==> config.mk <==
export PLATFORM = sky130hd
export DESIGN_NAME = seq_pattern_tx_flat
export DESIGN_NICKNAME = d
export VERILOG_FILES = /design/src/rtl/seq_pattern_tx_if.sv /design/src/rtl/seq_pattern_tx.sv /design/src/flat_wrapper.sv
export SDC_FILE = /design/constraint.sdc
export NUM_CORES = 1
export LEC_CHECK = 0
export ABC_AREA = 0
export ABC_CLOCK_PERIOD_IN_PS = 6500
export CAP_MARGIN = 40
export CORE_AREA = 4 4 70 72
export CTS_BUF_LIST = sky130_fd_sc_hd__clkbuf_8
export DETAILED_ROUTE_END_ITERATION = 6
export DIE_AREA = 0 0 74 76
export PLACE_DENSITY = 0.74
export SLEW_MARGIN = 20
export SYNTH_ARGS = -nofsm -noshare
export SYNTH_HDL_FRONTEND = slang
export SYNTH_SLANG_ARGS = --single-unit
==> constraint.sdc <==
create_clock -name Clock -period 6.5 [get_ports Clock]
set_clock_uncertainty 0.1 [all_clocks]
set_input_delay 0.975 -clock Clock [delete_from_list [all_inputs] [get_ports Clock]]
set_output_delay 0.975 -clock Clock [all_outputs]
set_load 0.01 [all_outputs]
==> src/rtl/seq_pattern_tx_if.sv <==
// seq_pattern_tx_if: control and serial-output bundle of the pattern transmitter.
// Ports: Start/Pattern/Len/Repeat/Hold (master->slave), w/Valid/Busy/Done/CurState (slave->master).
interface seq_pattern_tx_if #(
   parameter int MAXLEN = 16,
   parameter int LENW   = 5
);
   logic              Start;
   logic [MAXLEN-1:0] Pattern;
   logic [LENW-1:0]   Len;
   logic [3:0]        Repeat;
   logic              Hold;
   logic              w;
   logic              Valid;
   logic              Busy;
   logic              Done;
   logic [3:0]        CurState;

   modport master (
      output Start, Pattern, Len, Repeat, Hold,
      input  w, Valid, Busy, Done, CurState
   );

   modport slave (
      input  Start, Pattern, Len, Repeat, Hold,
      output w, Valid, Busy, Done, CurState
   );
endinterface

==> src/rtl/seq_pattern_tx.sv <==
// seq_pattern_tx: serial MSB-first bit-pattern transmitter with repeats and idle gaps.
// Ports: Clock, Reset (sync, active-high), bus (seq_pattern_tx_if.slave).
module seq_pattern_tx #(
   parameter int MAXLEN = 16,
   parameter int GAP    = 2,
   parameter int LENW   = 5
) (
   input  logic Clock,
   input  logic Reset,
   seq_pattern_tx_if.slave bus
);
   localparam int IW = $clog2(MAXLEN);
   localparam int GW = (GAP > 1) ? $clog2(GAP) : 1;

   typedef enum logic [3:0] {
      S_IDLE  = 4'd0,
      S_SHIFT = 4'd1,
      S_GAP   = 4'd2,
      S_DONE  = 4'd3
   } state_t;

   state_t            state, nxt_state;
   logic [MAXLEN-1:0] pat_q, nxt_pat;
   logic [LENW-1:0]   len_q, nxt_len;
   logic [IW-1:0]     idx_q, nxt_idx;
   logic [3:0]        rep_q, nxt_rep;
   logic [GW-1:0]     gap_q, nxt_gap;
   logic              w_q, valid_q, busy_q, done_q;

   logic          len_ok;
   logic [IW-1:0] reload;

   assign len_ok = (bus.Len != '0) && (bus.Len <= LENW'(MAXLEN));
   assign reload = IW'(len_q - 1'b1);

   always_comb begin
      nxt_state = state;
      nxt_pat   = pat_q;
      nxt_len   = len_q;
      nxt_idx   = idx_q;
      nxt_rep   = rep_q;
      nxt_gap   = gap_q;
      unique case (state)
         S_IDLE: begin
            if (bus.Start) begin
               nxt_pat = bus.Pattern;
               nxt_len = bus.Len;
               nxt_rep = bus.Repeat;
               if (len_ok) begin
                  nxt_state = S_SHIFT;
                  nxt_idx   = IW'(bus.Len - 1'b1);
               end else begin
                  nxt_state = S_DONE;
               end
            end
         end
         S_SHIFT: begin
            if (!bus.Hold) begin
               if (idx_q != '0) begin
                  nxt_idx = idx_q - 1'b1;
               end else if (rep_q != 4'd0) begin
                  nxt_rep = rep_q - 4'd1;
                  if (GAP > 0) begin
                     nxt_state = S_GAP;
                     nxt_gap   = GW'(GAP - 1);
                  end else begin
                     // back-to-back repeat, no bubble
                     nxt_idx = reload;
                  end
               end else begin
                  nxt_state = S_DONE;
               end
            end
         end
         S_GAP: begin
            if (gap_q == '0) begin
               nxt_idx   = reload;
               nxt_state = S_SHIFT;
            end else begin
               nxt_gap = gap_q - 1'b1;
            end
         end
         S_DONE: begin
            nxt_state = S_IDLE;
         end
         default: begin
            nxt_state = S_IDLE;
         end
      endcase
   end

   // Outputs are registered from the next-state values so that
   // they line up with the state they describe.
   always_ff @(posedge Clock) begin
      if (Reset) begin
         state   <= S_IDLE;
         pat_q   <= '0;
         len_q   <= '0;
         idx_q   <= '0;
         rep_q   <= '0;
         gap_q   <= '0;
         w_q     <= 1'b0;
         valid_q <= 1'b0;
         busy_q  <= 1'b0;
         done_q  <= 1'b0;
      end else begin
         state   <= nxt_state;
         pat_q   <= nxt_pat;
         len_q   <= nxt_len;
         idx_q   <= nxt_idx;
         rep_q   <= nxt_rep;
         gap_q   <= nxt_gap;
         w_q     <= (nxt_state == S_SHIFT) && nxt_pat[nxt_idx];
         valid_q <= (nxt_state == S_SHIFT);
         busy_q  <= (nxt_state != S_IDLE);
         done_q  <= (nxt_state == S_DONE);
      end
   end

   assign bus.w        = w_q;
   assign bus.Valid    = valid_q & ~bus.Hold;
   assign bus.Busy     = busy_q;
   assign bus.Done     = done_q;
   assign bus.CurState = state;
endmodule

==> src/flat_wrapper.sv <==
// flat-port wrapper written by rule: the top's interface ports become plain ports
module seq_pattern_tx_flat 
#(
   parameter int MAXLEN = 16,
   parameter int GAP    = 2,
   parameter int LENW   = 5
)
  (Clock, Reset, bus_Start, bus_Pattern, bus_Len, bus_Repeat, bus_Hold, bus_w, bus_Valid, bus_Busy, bus_Done, bus_CurState);
  seq_pattern_tx_if #(.MAXLEN(MAXLEN), .LENW(LENW)) bus_i ();
  input  logic Clock;
  input  logic Reset;
  input wire logic [$bits(bus_i.Start)-1:0] bus_Start;
  input wire logic [$bits(bus_i.Pattern)-1:0] bus_Pattern;
  input wire logic [$bits(bus_i.Len)-1:0] bus_Len;
  input wire logic [$bits(bus_i.Repeat)-1:0] bus_Repeat;
  input wire logic [$bits(bus_i.Hold)-1:0] bus_Hold;
  output wire logic [$bits(bus_i.w)-1:0] bus_w;
  output wire logic [$bits(bus_i.Valid)-1:0] bus_Valid;
  output wire logic [$bits(bus_i.Busy)-1:0] bus_Busy;
  output wire logic [$bits(bus_i.Done)-1:0] bus_Done;
  output wire logic [$bits(bus_i.CurState)-1:0] bus_CurState;
  assign bus_i.Start = bus_Start;
  assign bus_i.Pattern = bus_Pattern;
  assign bus_i.Len = bus_Len;
  assign bus_i.Repeat = bus_Repeat;
  assign bus_i.Hold = bus_Hold;
  assign bus_w = bus_i.w;
  assign bus_Valid = bus_i.Valid;
  assign bus_Busy = bus_i.Busy;
  assign bus_Done = bus_i.Done;
  assign bus_CurState = bus_i.CurState;
  seq_pattern_tx #(.MAXLEN(MAXLEN), .GAP(GAP), .LENW(LENW)) u_core (.Clock(Clock), .Reset(Reset), .bus(bus_i));
endmodule
==> impl_metrics.ini, run 1 <==
[outcome]
status = complete, no violations

[yosys]
synthArstFlopShare_pct = 0
synth_area_leader_cell = dfxtp_1
netlist_area_um2 = 2100
synth_top_area_share_pct = 35.3
postSynthCellCount = 271
synth_ff_type = dfxtp_1
ys_seq_elements = 37
yosysUniqueCellTypes = 53
yosys-top-cells-area = dfxtp_1, nand2_1, a21oi_1, nor2_1, mux2i_1
ys_warn_count = 0
synth_area_per_cell_um2 = 7.73
synth-edff-count = 0
seq_area_frac_synth_pct = 35.3

[floorplan]
rows = 24
dieHeight_um = 76
die_area_um2 = 5620
start_util_pct = 48.8
ios = 37
die_w_um = 74
core_area_um2 = 4290

[worst_setup_path]
critPathSlowestCell = mux2i_2
cp_cell_sequence = clkdlybuf4s50_1, inv_1, ha_1, nor3b_1, mux2i_2, mux2i_1, a21boi_0, a2111oi_0, a211oi_1, a22o_1, a22o_1
worstSetupStartpointType = input port
slowest_delay_ns = 0.51
end_kind = flop
r2r-start = u_core.bus.CurState[0]
critPathMaxFanout = 7
path_class = input port to flop
worst_ep_arrival_time_ns = 4.11
worstPathRequired_ns = 6.59
cp_num_buf_inv = 2
cp_common_cell = a22o_1
cp_top_family = compound AO/OA/AOI/OAI gates
startpoint = bus_Len[0]

[timing]
finalSetupViolCount = 0
hold_slack_ns = 0.359
rsz0062_at_grt = no
min_period_ns = 4.02
maxSlewViolCount = 0
slew_headroom_pct = 59.5
post-route-period-util_pct = 61.9
worstMarginPinSlew_ns = 0.599
hold_viol_final = 0
tns_ns = 0
max_freq_mhz = 249

[global_route]
antenna_found_initial = 0
overflow = 0
grtUsageTotal_pct = 18.6
grt_pass1_wl_mm = 8.42
grt_pass1_vias = 1810
grt_max_degree = 32

[clocking]
cts.sinks = 37
clk_pin_slew_ns = 0.08
cts_max_level = 2
clk_latency_ns = 0.29
cts_root_buffer = clkbuf_8
cts_tree = built
ctsHoldBuffers = 0
cts_setup_buffers = 0
ctsResizeCount = 0
cts_buffers = 5
cts_buffer_depth = 2

[flow_run]
cap_violations = 0

[pwr]
vdd_drop_max_mv = 0.140
leakagePower_nw = 1.03
powerDensity_nw_per_um2 = 199

[placed_design]
numPortBuffers = 36
gp_congestion = 0.799
dpl.hpwl_mm = 3.70

[final_layout]
nets = 341
antenna_cells = 0
area_delta_synth_final_pct = 25.8
drive_gt1_share_pct = 7.17
mostFrequentLayoutCell = nand2_1
fillers = 405
final_cell_mix = nand2_1, dfxtp_1, clkdlybuf4s50_1, a21oi_1, nor2_1

[worst_hold_path]
hold_path.class = flop to flop
worstHoldStart = u_core.pat_q[7]

[routing]
ant_nets = 0
drt_iter0_markers = 153
wl_per_cell_um = 14.1
routed_wl_mm = 5.05
vias = 1993
vias_per_cell = 5.55
drc = 0
first_pass_iters = 4
[logic make-up after synthesis]
group / after synthesis / synth area share (%)
simple gates: 110 / 24.2
compound gates: 80 / 25.0
flops: 37 / 35.3
buf+inv: 22 / 4.36
mux: 11 / 5.67
fa+ha+maj: 6 / 3.58
xor+xnor: 4 / 1.67
other cells: 1 / 0.179
[stage by stage]
stage          worst slack, ns  total power, W  util (%)  cells  area [um^2]
2_1_floorplan             3.00        0.000287         -    272         2100
3_3_place_gp              2.29        0.000320      57.7    349         2480
3_5_place_dp              2.18        0.000323      58.6    351         2520
4_1_cts                   2.49        0.000530      61.4    359         2640
5_1_grt                   2.18        0.000549      61.4    359         2640
6_report                  2.48        0.000524      61.4    359         2640
[path summary, 6_finish.rpt]
| check | slack, ns | end | depth (start not counted) |
|---|---|---|---|
| worst max register to register | 3.26 | u_core.bus.w | 8 |
| worst min-delay path | 0.36 | u_core.pat_q[7] | 2 |
| worst max-delay path | 2.48 | u_core.bus.w | 11 |
| worst min register to register | 0.36 | u_core.pat_q[7] | 2 |
[worst min-delay path: cells and delay by family (launching register included)]
kind,cells,cell delay [ns]
AOI/OAI and AO/OA,1,0.05
and+or+nand+nor,1,0.05
DFF,1,0.31
[per-layer routing]
metal	global-route usage, %	vias to the layer above	wire length (um)
li1	-	1032	-
met1	25.4	909	2240
met2	29.4	48	2520
met3	3.30	4	245
met4	5.62	0	46
met5	0	-	0
[Yosys cell counts (3+ instances only)]
library cell and instances:
nand2b_1 4, o21ai_0 10, nor3b_1 3, ha_1 6
clkbuf_1 8, nand3_1 3, nor3_1 8, xnor2_1 3
a21boi_0 5, nor2_1 22, a21oi_1 34, a2111oi_0 4
a211oi_1 5, mux2i_1 8, inv_1 10, or3_1 3
nand2_1 52, dfxtp_1 37
[report_power, final]
part / switching (W) / internal [W]
clock: 0.0000822 / 0.000125
combinational: 0.0000392 / 0.0000398
sequential: 0.00000524 / 0.000233
[registers in the layout (all words and copies together), names as in the netlist]
signal and flops:
u_core.bus.Busy 1, u_core.bus.CurState 4, u_core.bus.Done 1, u_core.bus.w 1, u_core.gap_q 1, u_core.idx_q 4
u_core.len_q 4, u_core.pat_q 16, u_core.rep_q 4, u_core.valid_q 1
[layout make-up]
cell class              count  area (um^2)  area share [%]
multi-input cells         213         1270            48.1
flip-flops and latches     37          741            28.1
well taps                  52         65.1            2.47
clock inverters             2         37.5            1.42
repair buffers             39          405            15.4
clock buffers               6         82.6            3.13
inverters                  10         37.5            1.42
Power figures use the tool's default switching activity.
==> run 2, diff against run 1 <==
ABC_CLOCK_PERIOD_IN_PS = 3800   (was 6500)
clock period = 3.8 ns   (was 6.5 ns; I/O delays follow)
==> run 2 against run 1 <==
Effect of this change: final area increased by 0.43%; total power increased by 62%; worst hold slack got worse by 0.0031 ns; cell count grew 1.7%.
==> impl_metrics.ini, run 2 (synthesis gave the netlist of run 1 again) <==
[final_layout]
final_util_pct = 61.7
nets = 347
drive_gt1_share_pct = 8.63
mostFrequentLayoutCell = nand2_1
regMostFlops = u_core.pat_q
final_cell_mix = nand2_1, dfxtp_1, clkdlybuf4s50_1, a21oi_1, nor2_1
area_delta_synth_final_pct = 26.3
antenna_cells = 0
largest_reg_flops = 16

[clocking]
cts.sinks = 37
cts_buffer_depth = 2
ctsHoldBuffers = 0
cts_max_level = 2
ctsResizeCount = 0
cts_tree = built
cts_root_buffer = clkbuf_8
cts_setup_buffers = 0
cts_buffers = 5
clk_latency_ns = 0.29
clk_pin_slew_ns = 0.08

[routing]
drt_iter0_markers = 97
routed_wl_mm = 5.08
vias_per_cell = 5.57
first_pass_iters = 4
vias = 2032
drc = 0
ant_nets = 0
wl_per_cell_um = 13.9

[timing]
max_freq_mhz = 288
worstMarginPinSlew_ns = 0.561
hold_viol_final = 0
min_period_ns = 3.47
finalSetupViolCount = 0
rsz0062_at_grt = no
maxSlewViolCount = 0
post-route-period-util_pct = 91.3
slew_headroom_pct = 62.0
tns_ns = 0

[worst_setup_path]
worst_ep_arrival_time_ns = 3.56
end_kind = flop
path_class = input port to flop
critPathMaxFanout = 6
worstSetupStartpointType = input port
worstPathRequired_ns = 3.89

[global_route]
antenna_found_initial = 0
overflow = 0
grtUsageTotal_pct = 18.3
grt_pass1_vias = 1845
grt_pass1_wl_mm = 8.27
grt_max_degree = 32

[floorplan]
ios = 37
rows = 24
die_area_um2 = 5620
die_w_um = 74
start_util_pct = 48.8
core_area_um2 = 4290
dieHeight_um = 76

[outcome]
status = complete, no violations

[flow_run]
cap_violations = 0

[placed_design]
numPortBuffers = 36
dpl.hpwl_mm = 3.77
gp_congestion = 0.836

[pwr]
powerDensity_nw_per_um2 = 321
vdd_drop_max_mv = 0.231
leakagePower_nw = 1.04

[worst_hold_path]
hold_path.class = flop to flop
## run 2: cell count changes in the layout (fill, tap and decap cells not counted), sizes merged
cell	previous run	this run
clkdlybuf4s50	35	36
clkinv	0	1
bufinv	1	0
buf	4	9
clkinvlp	1	0
clkbuf	6	7
## run 2: layout make-up
type,instances,area (um^2)
flip-flops and latches,37,741
clock inverters,1,5.00
repair buffers,45,435
multi-input cells,213,1270
clock buffers,7,96.3
inverters,10,37.5
well taps,52,65.1
fillers,398,1650
## run 2: path summary, 6_finish.rpt
kind	slack, ns	to	cells past startpoint	from
worst max-delay path	0.33	u_core.bus.w	11	bus_Len[0]
worst min-delay path	0.36	u_core.pat_q[6]	2	u_core.pat_q[6]
worst max register to register	0.78	u_core.bus.w	9	u_core.bus.CurState[0]
worst min register to register	0.36	u_core.pat_q[6]	2	u_core.pat_q[6]
## run 2: where the power goes
part,switching [W],total (W),internal (W)
Combinational,0.0000670,0.000137,0.0000701
Sequential,0.00000914,0.000408,0.000399
Clock,0.000139,0.000303,0.000164
Total,0.000216,0.000849,0.000633
## run 2: layer usage
metal	share of wire, %	track usage [%]	routed length, um
met1	47	24.0	2370
met4	1.1	7.61	57
met5	0	0	0
met3	4.5	3.83	228
met2	48	28.6	2420
## run 2: critical path, cell delays in order
cell             delay [ns]
clkdlybuf4s50_1        0.48
inv_1                  0.13
ha_1                   0.14
nor3b_1                0.26
mux2i_2                0.40
mux2i_1                0.48
a21boi_0               0.17
a2111oi_0              0.43
a211oi_1               0.09
a22o_1                 0.20
a22o_1                 0.22
## run 2: per-stage QoR
step	total power [W]	worst slack [ns]	hold WS [ns]	cells	cell area, um^2
after detailed placement	0.000552	0.0312	0.349	356	2530
after global routing	0.000887	0.0496	0.377	365	2650
after global placement	0.000551	0.156	0.342	356	2530
final	0.000849	0.331	0.355	365	2650
after CTS	0.000854	0.348	0.359	364	2630
after floorplan	0.000491	0.702	0.332	272	2100
==> run 3, diff against run 2 <==
ABC_AREA = 1   (was 0)
PLACE_DENSITY = 0.73   (was 0.74)
==> run 3 against run 2 <==
Effect of this change: largest power group unchanged; critical endpoint unchanged; synthesized cell count increased by 8.5%; sequential power increased by 1%; global-route usage decreased by 1.5 points; utilization decreased by 2.3 points; critical path depth increased by 2; register-to-register slack improved by 0.90 ns; first-iteration DRC count increased by 30%; non-clock buffer count decreased by 8; combinational power increased by 12%; critical path type unchanged; worst hold slack improved by 0.016 ns.
==> impl_metrics.ini, run 3 <==
[global_route]
grt_pass1_vias = 1767
antenna_found_initial = 0
grtUsageTotal_pct = 16.8
grt_max_degree = 27
grt_pass1_wl_mm = 7.54
overflow = 0

[yosys]
yosys-top-cells-area = dfxtp_1, nand2_1, inv_1, a21oi_1, nand3_1
synth_area_per_cell_um2 = 7.03
synthArstFlopShare_pct = 0
yosysUniqueCellTypes = 33
synth_area_leader_cell = dfxtp_1
synth_ff_type = dfxtp_1
synth_most_common_cell = nand2_1
seq_area_frac_synth_pct = 35.9
ys_top_cells_by_count = nand2_1, inv_1, dfxtp_1, a21oi_1, nor2_1
ys_seq_elements = 37
postSynthCellCount = 294
synth_top_area_share_pct = 35.9
ys_warn_count = 0
netlist_area_um2 = 2070
synth-edff-count = 0

[final_layout]
fillers = 412
mostFrequentLayoutCell = nand2_1
largest_reg_flops = 16
final_area_um2 = 2550
antenna_cells = 0
final_cell_mix = nand2_1, inv_1, dfxtp_1, clkdlybuf4s50_1
regMostFlops = u_core.pat_q
nets = 367
area_delta_synth_final_pct = 23.3
drive_gt1_share_pct = 9.04

[worst_setup_path]
cp_num_buf_inv = 2
worst_ep_arrival_time_ns = 2.60
reg2reg_depth = 13
crit_cells = 13
cp_top_family = simple AND/OR/NAND/NOR gates
critPathSlowestCell = clkdlybuf4s50_1
path_class = input port to flop
rrSetupSlack_ns = 1.68
critPathMaxFanout = 11
cp_cell_sequence = clkdlybuf4s50_1, inv_1, ha_1, nand3_1, nand3_2, nand2_1, nand3_2, nand3_2, nor2_1, nor3b_1, nor2_1, nor2_1, nor2_1
worstSetupStartpointType = input port
end_kind = flop
slowest_delay_ns = 0.52
cp_common_cell = nor2_1
worstPathRequired_ns = 3.89

[timing]
min_period_ns = 2.51
slew_headroom_pct = 65.1
post-route-period-util_pct = 65.9
finalSetupViolCount = 0
rsz0062_at_grt = no
tns_ns = 0
maxSlewViolCount = 0
worstMarginPinSlew_ns = 0.520
hold_viol_final = 0
max_freq_mhz = 399

[routing]
first_pass_iters = 4
drt_iter0_markers = 126
vias_per_cell = 4.96
ant_nets = 0
vias = 1905
wl_per_cell_um = 11.7
drc = 0
routed_wl_mm = 4.48

[clocking]
cts_root_buffer = clkbuf_8
cts_setup_buffers = 0
cts_tree = built
cts_max_level = 2
cts_buffers = 5
clk_pin_slew_ns = 0.07
ctsResizeCount = 0
cts.sinks = 37
clk_latency_ns = 0.29
ctsHoldBuffers = 0
cts_buffer_depth = 2

[pwr]
p_int_w = 0.000617
powerDensity_nw_per_um2 = 332
switching_share_pct = 27.0
leakagePower_nw = 1.16
vdd_drop_max_mv = 0.171
p_comb_share_pct = 18.2
p_seq_share_pct = 48.8
p_sw_w = 0.000228
clockPowerShare_pct = 33.0

[worst_hold_path]
hold_depth = 2
hold_path.class = flop to flop

[placed_design]
place_area_um2 = 2460
numPortBuffers = 36
gp_congestion = 0.835
dpl.hpwl_mm = 3.44

[outcome]
status = complete, no violations

[floorplan]
start_util_pct = 48.1
core_area_um2 = 4290
die_w_um = 74
dieHeight_um = 76
rows = 24
ios = 37
die_area_um2 = 5620

[flow_run]
cap_violations = 0
-- run 3: changes by cell type in the layout (fill, tap and decap cells not counted), sizes merged, moves of 9 or more --
cell	change
nand2	+37
mux2i	-9
a21oi	-16
nand3	+18
inv	+32
nand4	+9
-- run 3: layout make-up --
cell class	instances	area, um^2	share of cell area, %
clock inverters	1	7.51	0.295
repair buffers	37	368	14.4
flip-flops and latches	37	741	29.1
inverters	42	160	6.29
clock buffers	6	82.6	3.24
multi-input cells	209	1120	44.1
well taps	52	65.1	2.55
-- run 3: logic make-up after synthesis --
logic type | Yosys count | synth area share, %
compound gates | 42 | 12.1
xor+xnor | 7 | 2.97
fa+ha+maj | 6 | 3.63
buf+inv | 49 | 9.93
flops | 37 | 35.9
mux | 1 | 0.485
other cells | 1 | 0.182
simple gates | 151 | 34.8
-- run 3: worst reg2reg max path: stages (launching register included) --
cell	delay, ns
dfxtp_1	0.37
inv_1	0.10
ha_1	0.22
nand3_1	0.16
nand3_2	0.11
nand2_1	0.09
nand2_2	0.08
nand2_4	0.10
nand3_2	0.20
nand2_1	0.10
nor3b_1	0.18
nor2_1	0.07
nor2_1	0.09
nor2_1	0.05
-- run 3: metal layers --
| layer | track usage [%] | share of wire, % | up-vias |
|---|---|---|---|
| met3 | 4.49 | 5.4 | 7 |
| met4 | 4.89 | 1.1 | 0 |
| met2 | 27.0 | 48 | 34 |
| met1 | 21.8 | 45 | 846 |
| li1 | - | - | 1018 |
| met5 | 0 | 0 | - |
-- run 3: power by group through the flow --
| stage | clock network, W | logic [W] | registers, W |
|---|---|---|---|
| 2_1_floorplan | 0 | 0.0000963 | 0.000421 |
| 3_3_place_gp | 0 | 0.000152 | 0.000421 |
| 3_5_place_dp | 0 | 0.000154 | 0.000421 |
| 4_1_cts | 0.000287 | 0.000155 | 0.000412 |
| 5_1_grt | 0.000302 | 0.000173 | 0.000414 |
| 6_report | 0.000279 | 0.000154 | 0.000412 |
-- run 3: path summary, 6_finish.rpt --
check                         from               end
hold / removal    u_core.pat_q[14]  u_core.pat_q[14]
hold reg to reg   u_core.pat_q[14]  u_core.pat_q[14]
setup reg to reg   u_core.idx_q[0]      u_core.bus.w
setup / recovery        bus_Len[0]      u_core.bus.w
-- run 3: metrics by stage --
stage / instances / total power (W) / hold slack [ns] / utilization, % / setup slack, ns
global route: 384 / 0.000889 / 0.396 / 59.3 / 1.16
floorplan: 295 / 0.000517 / 0.351 / - / 1.74
finish: 384 / 0.000845 / 0.372 / 59.3 / 1.29
CTS: 384 / 0.000854 / 0.375 / 59.3 / 1.30
global placement: 377 / 0.000572 / 0.359 / 57.2 / 1.08
detailed placement: 377 / 0.000576 / 0.364 / 57.2 / 0.991
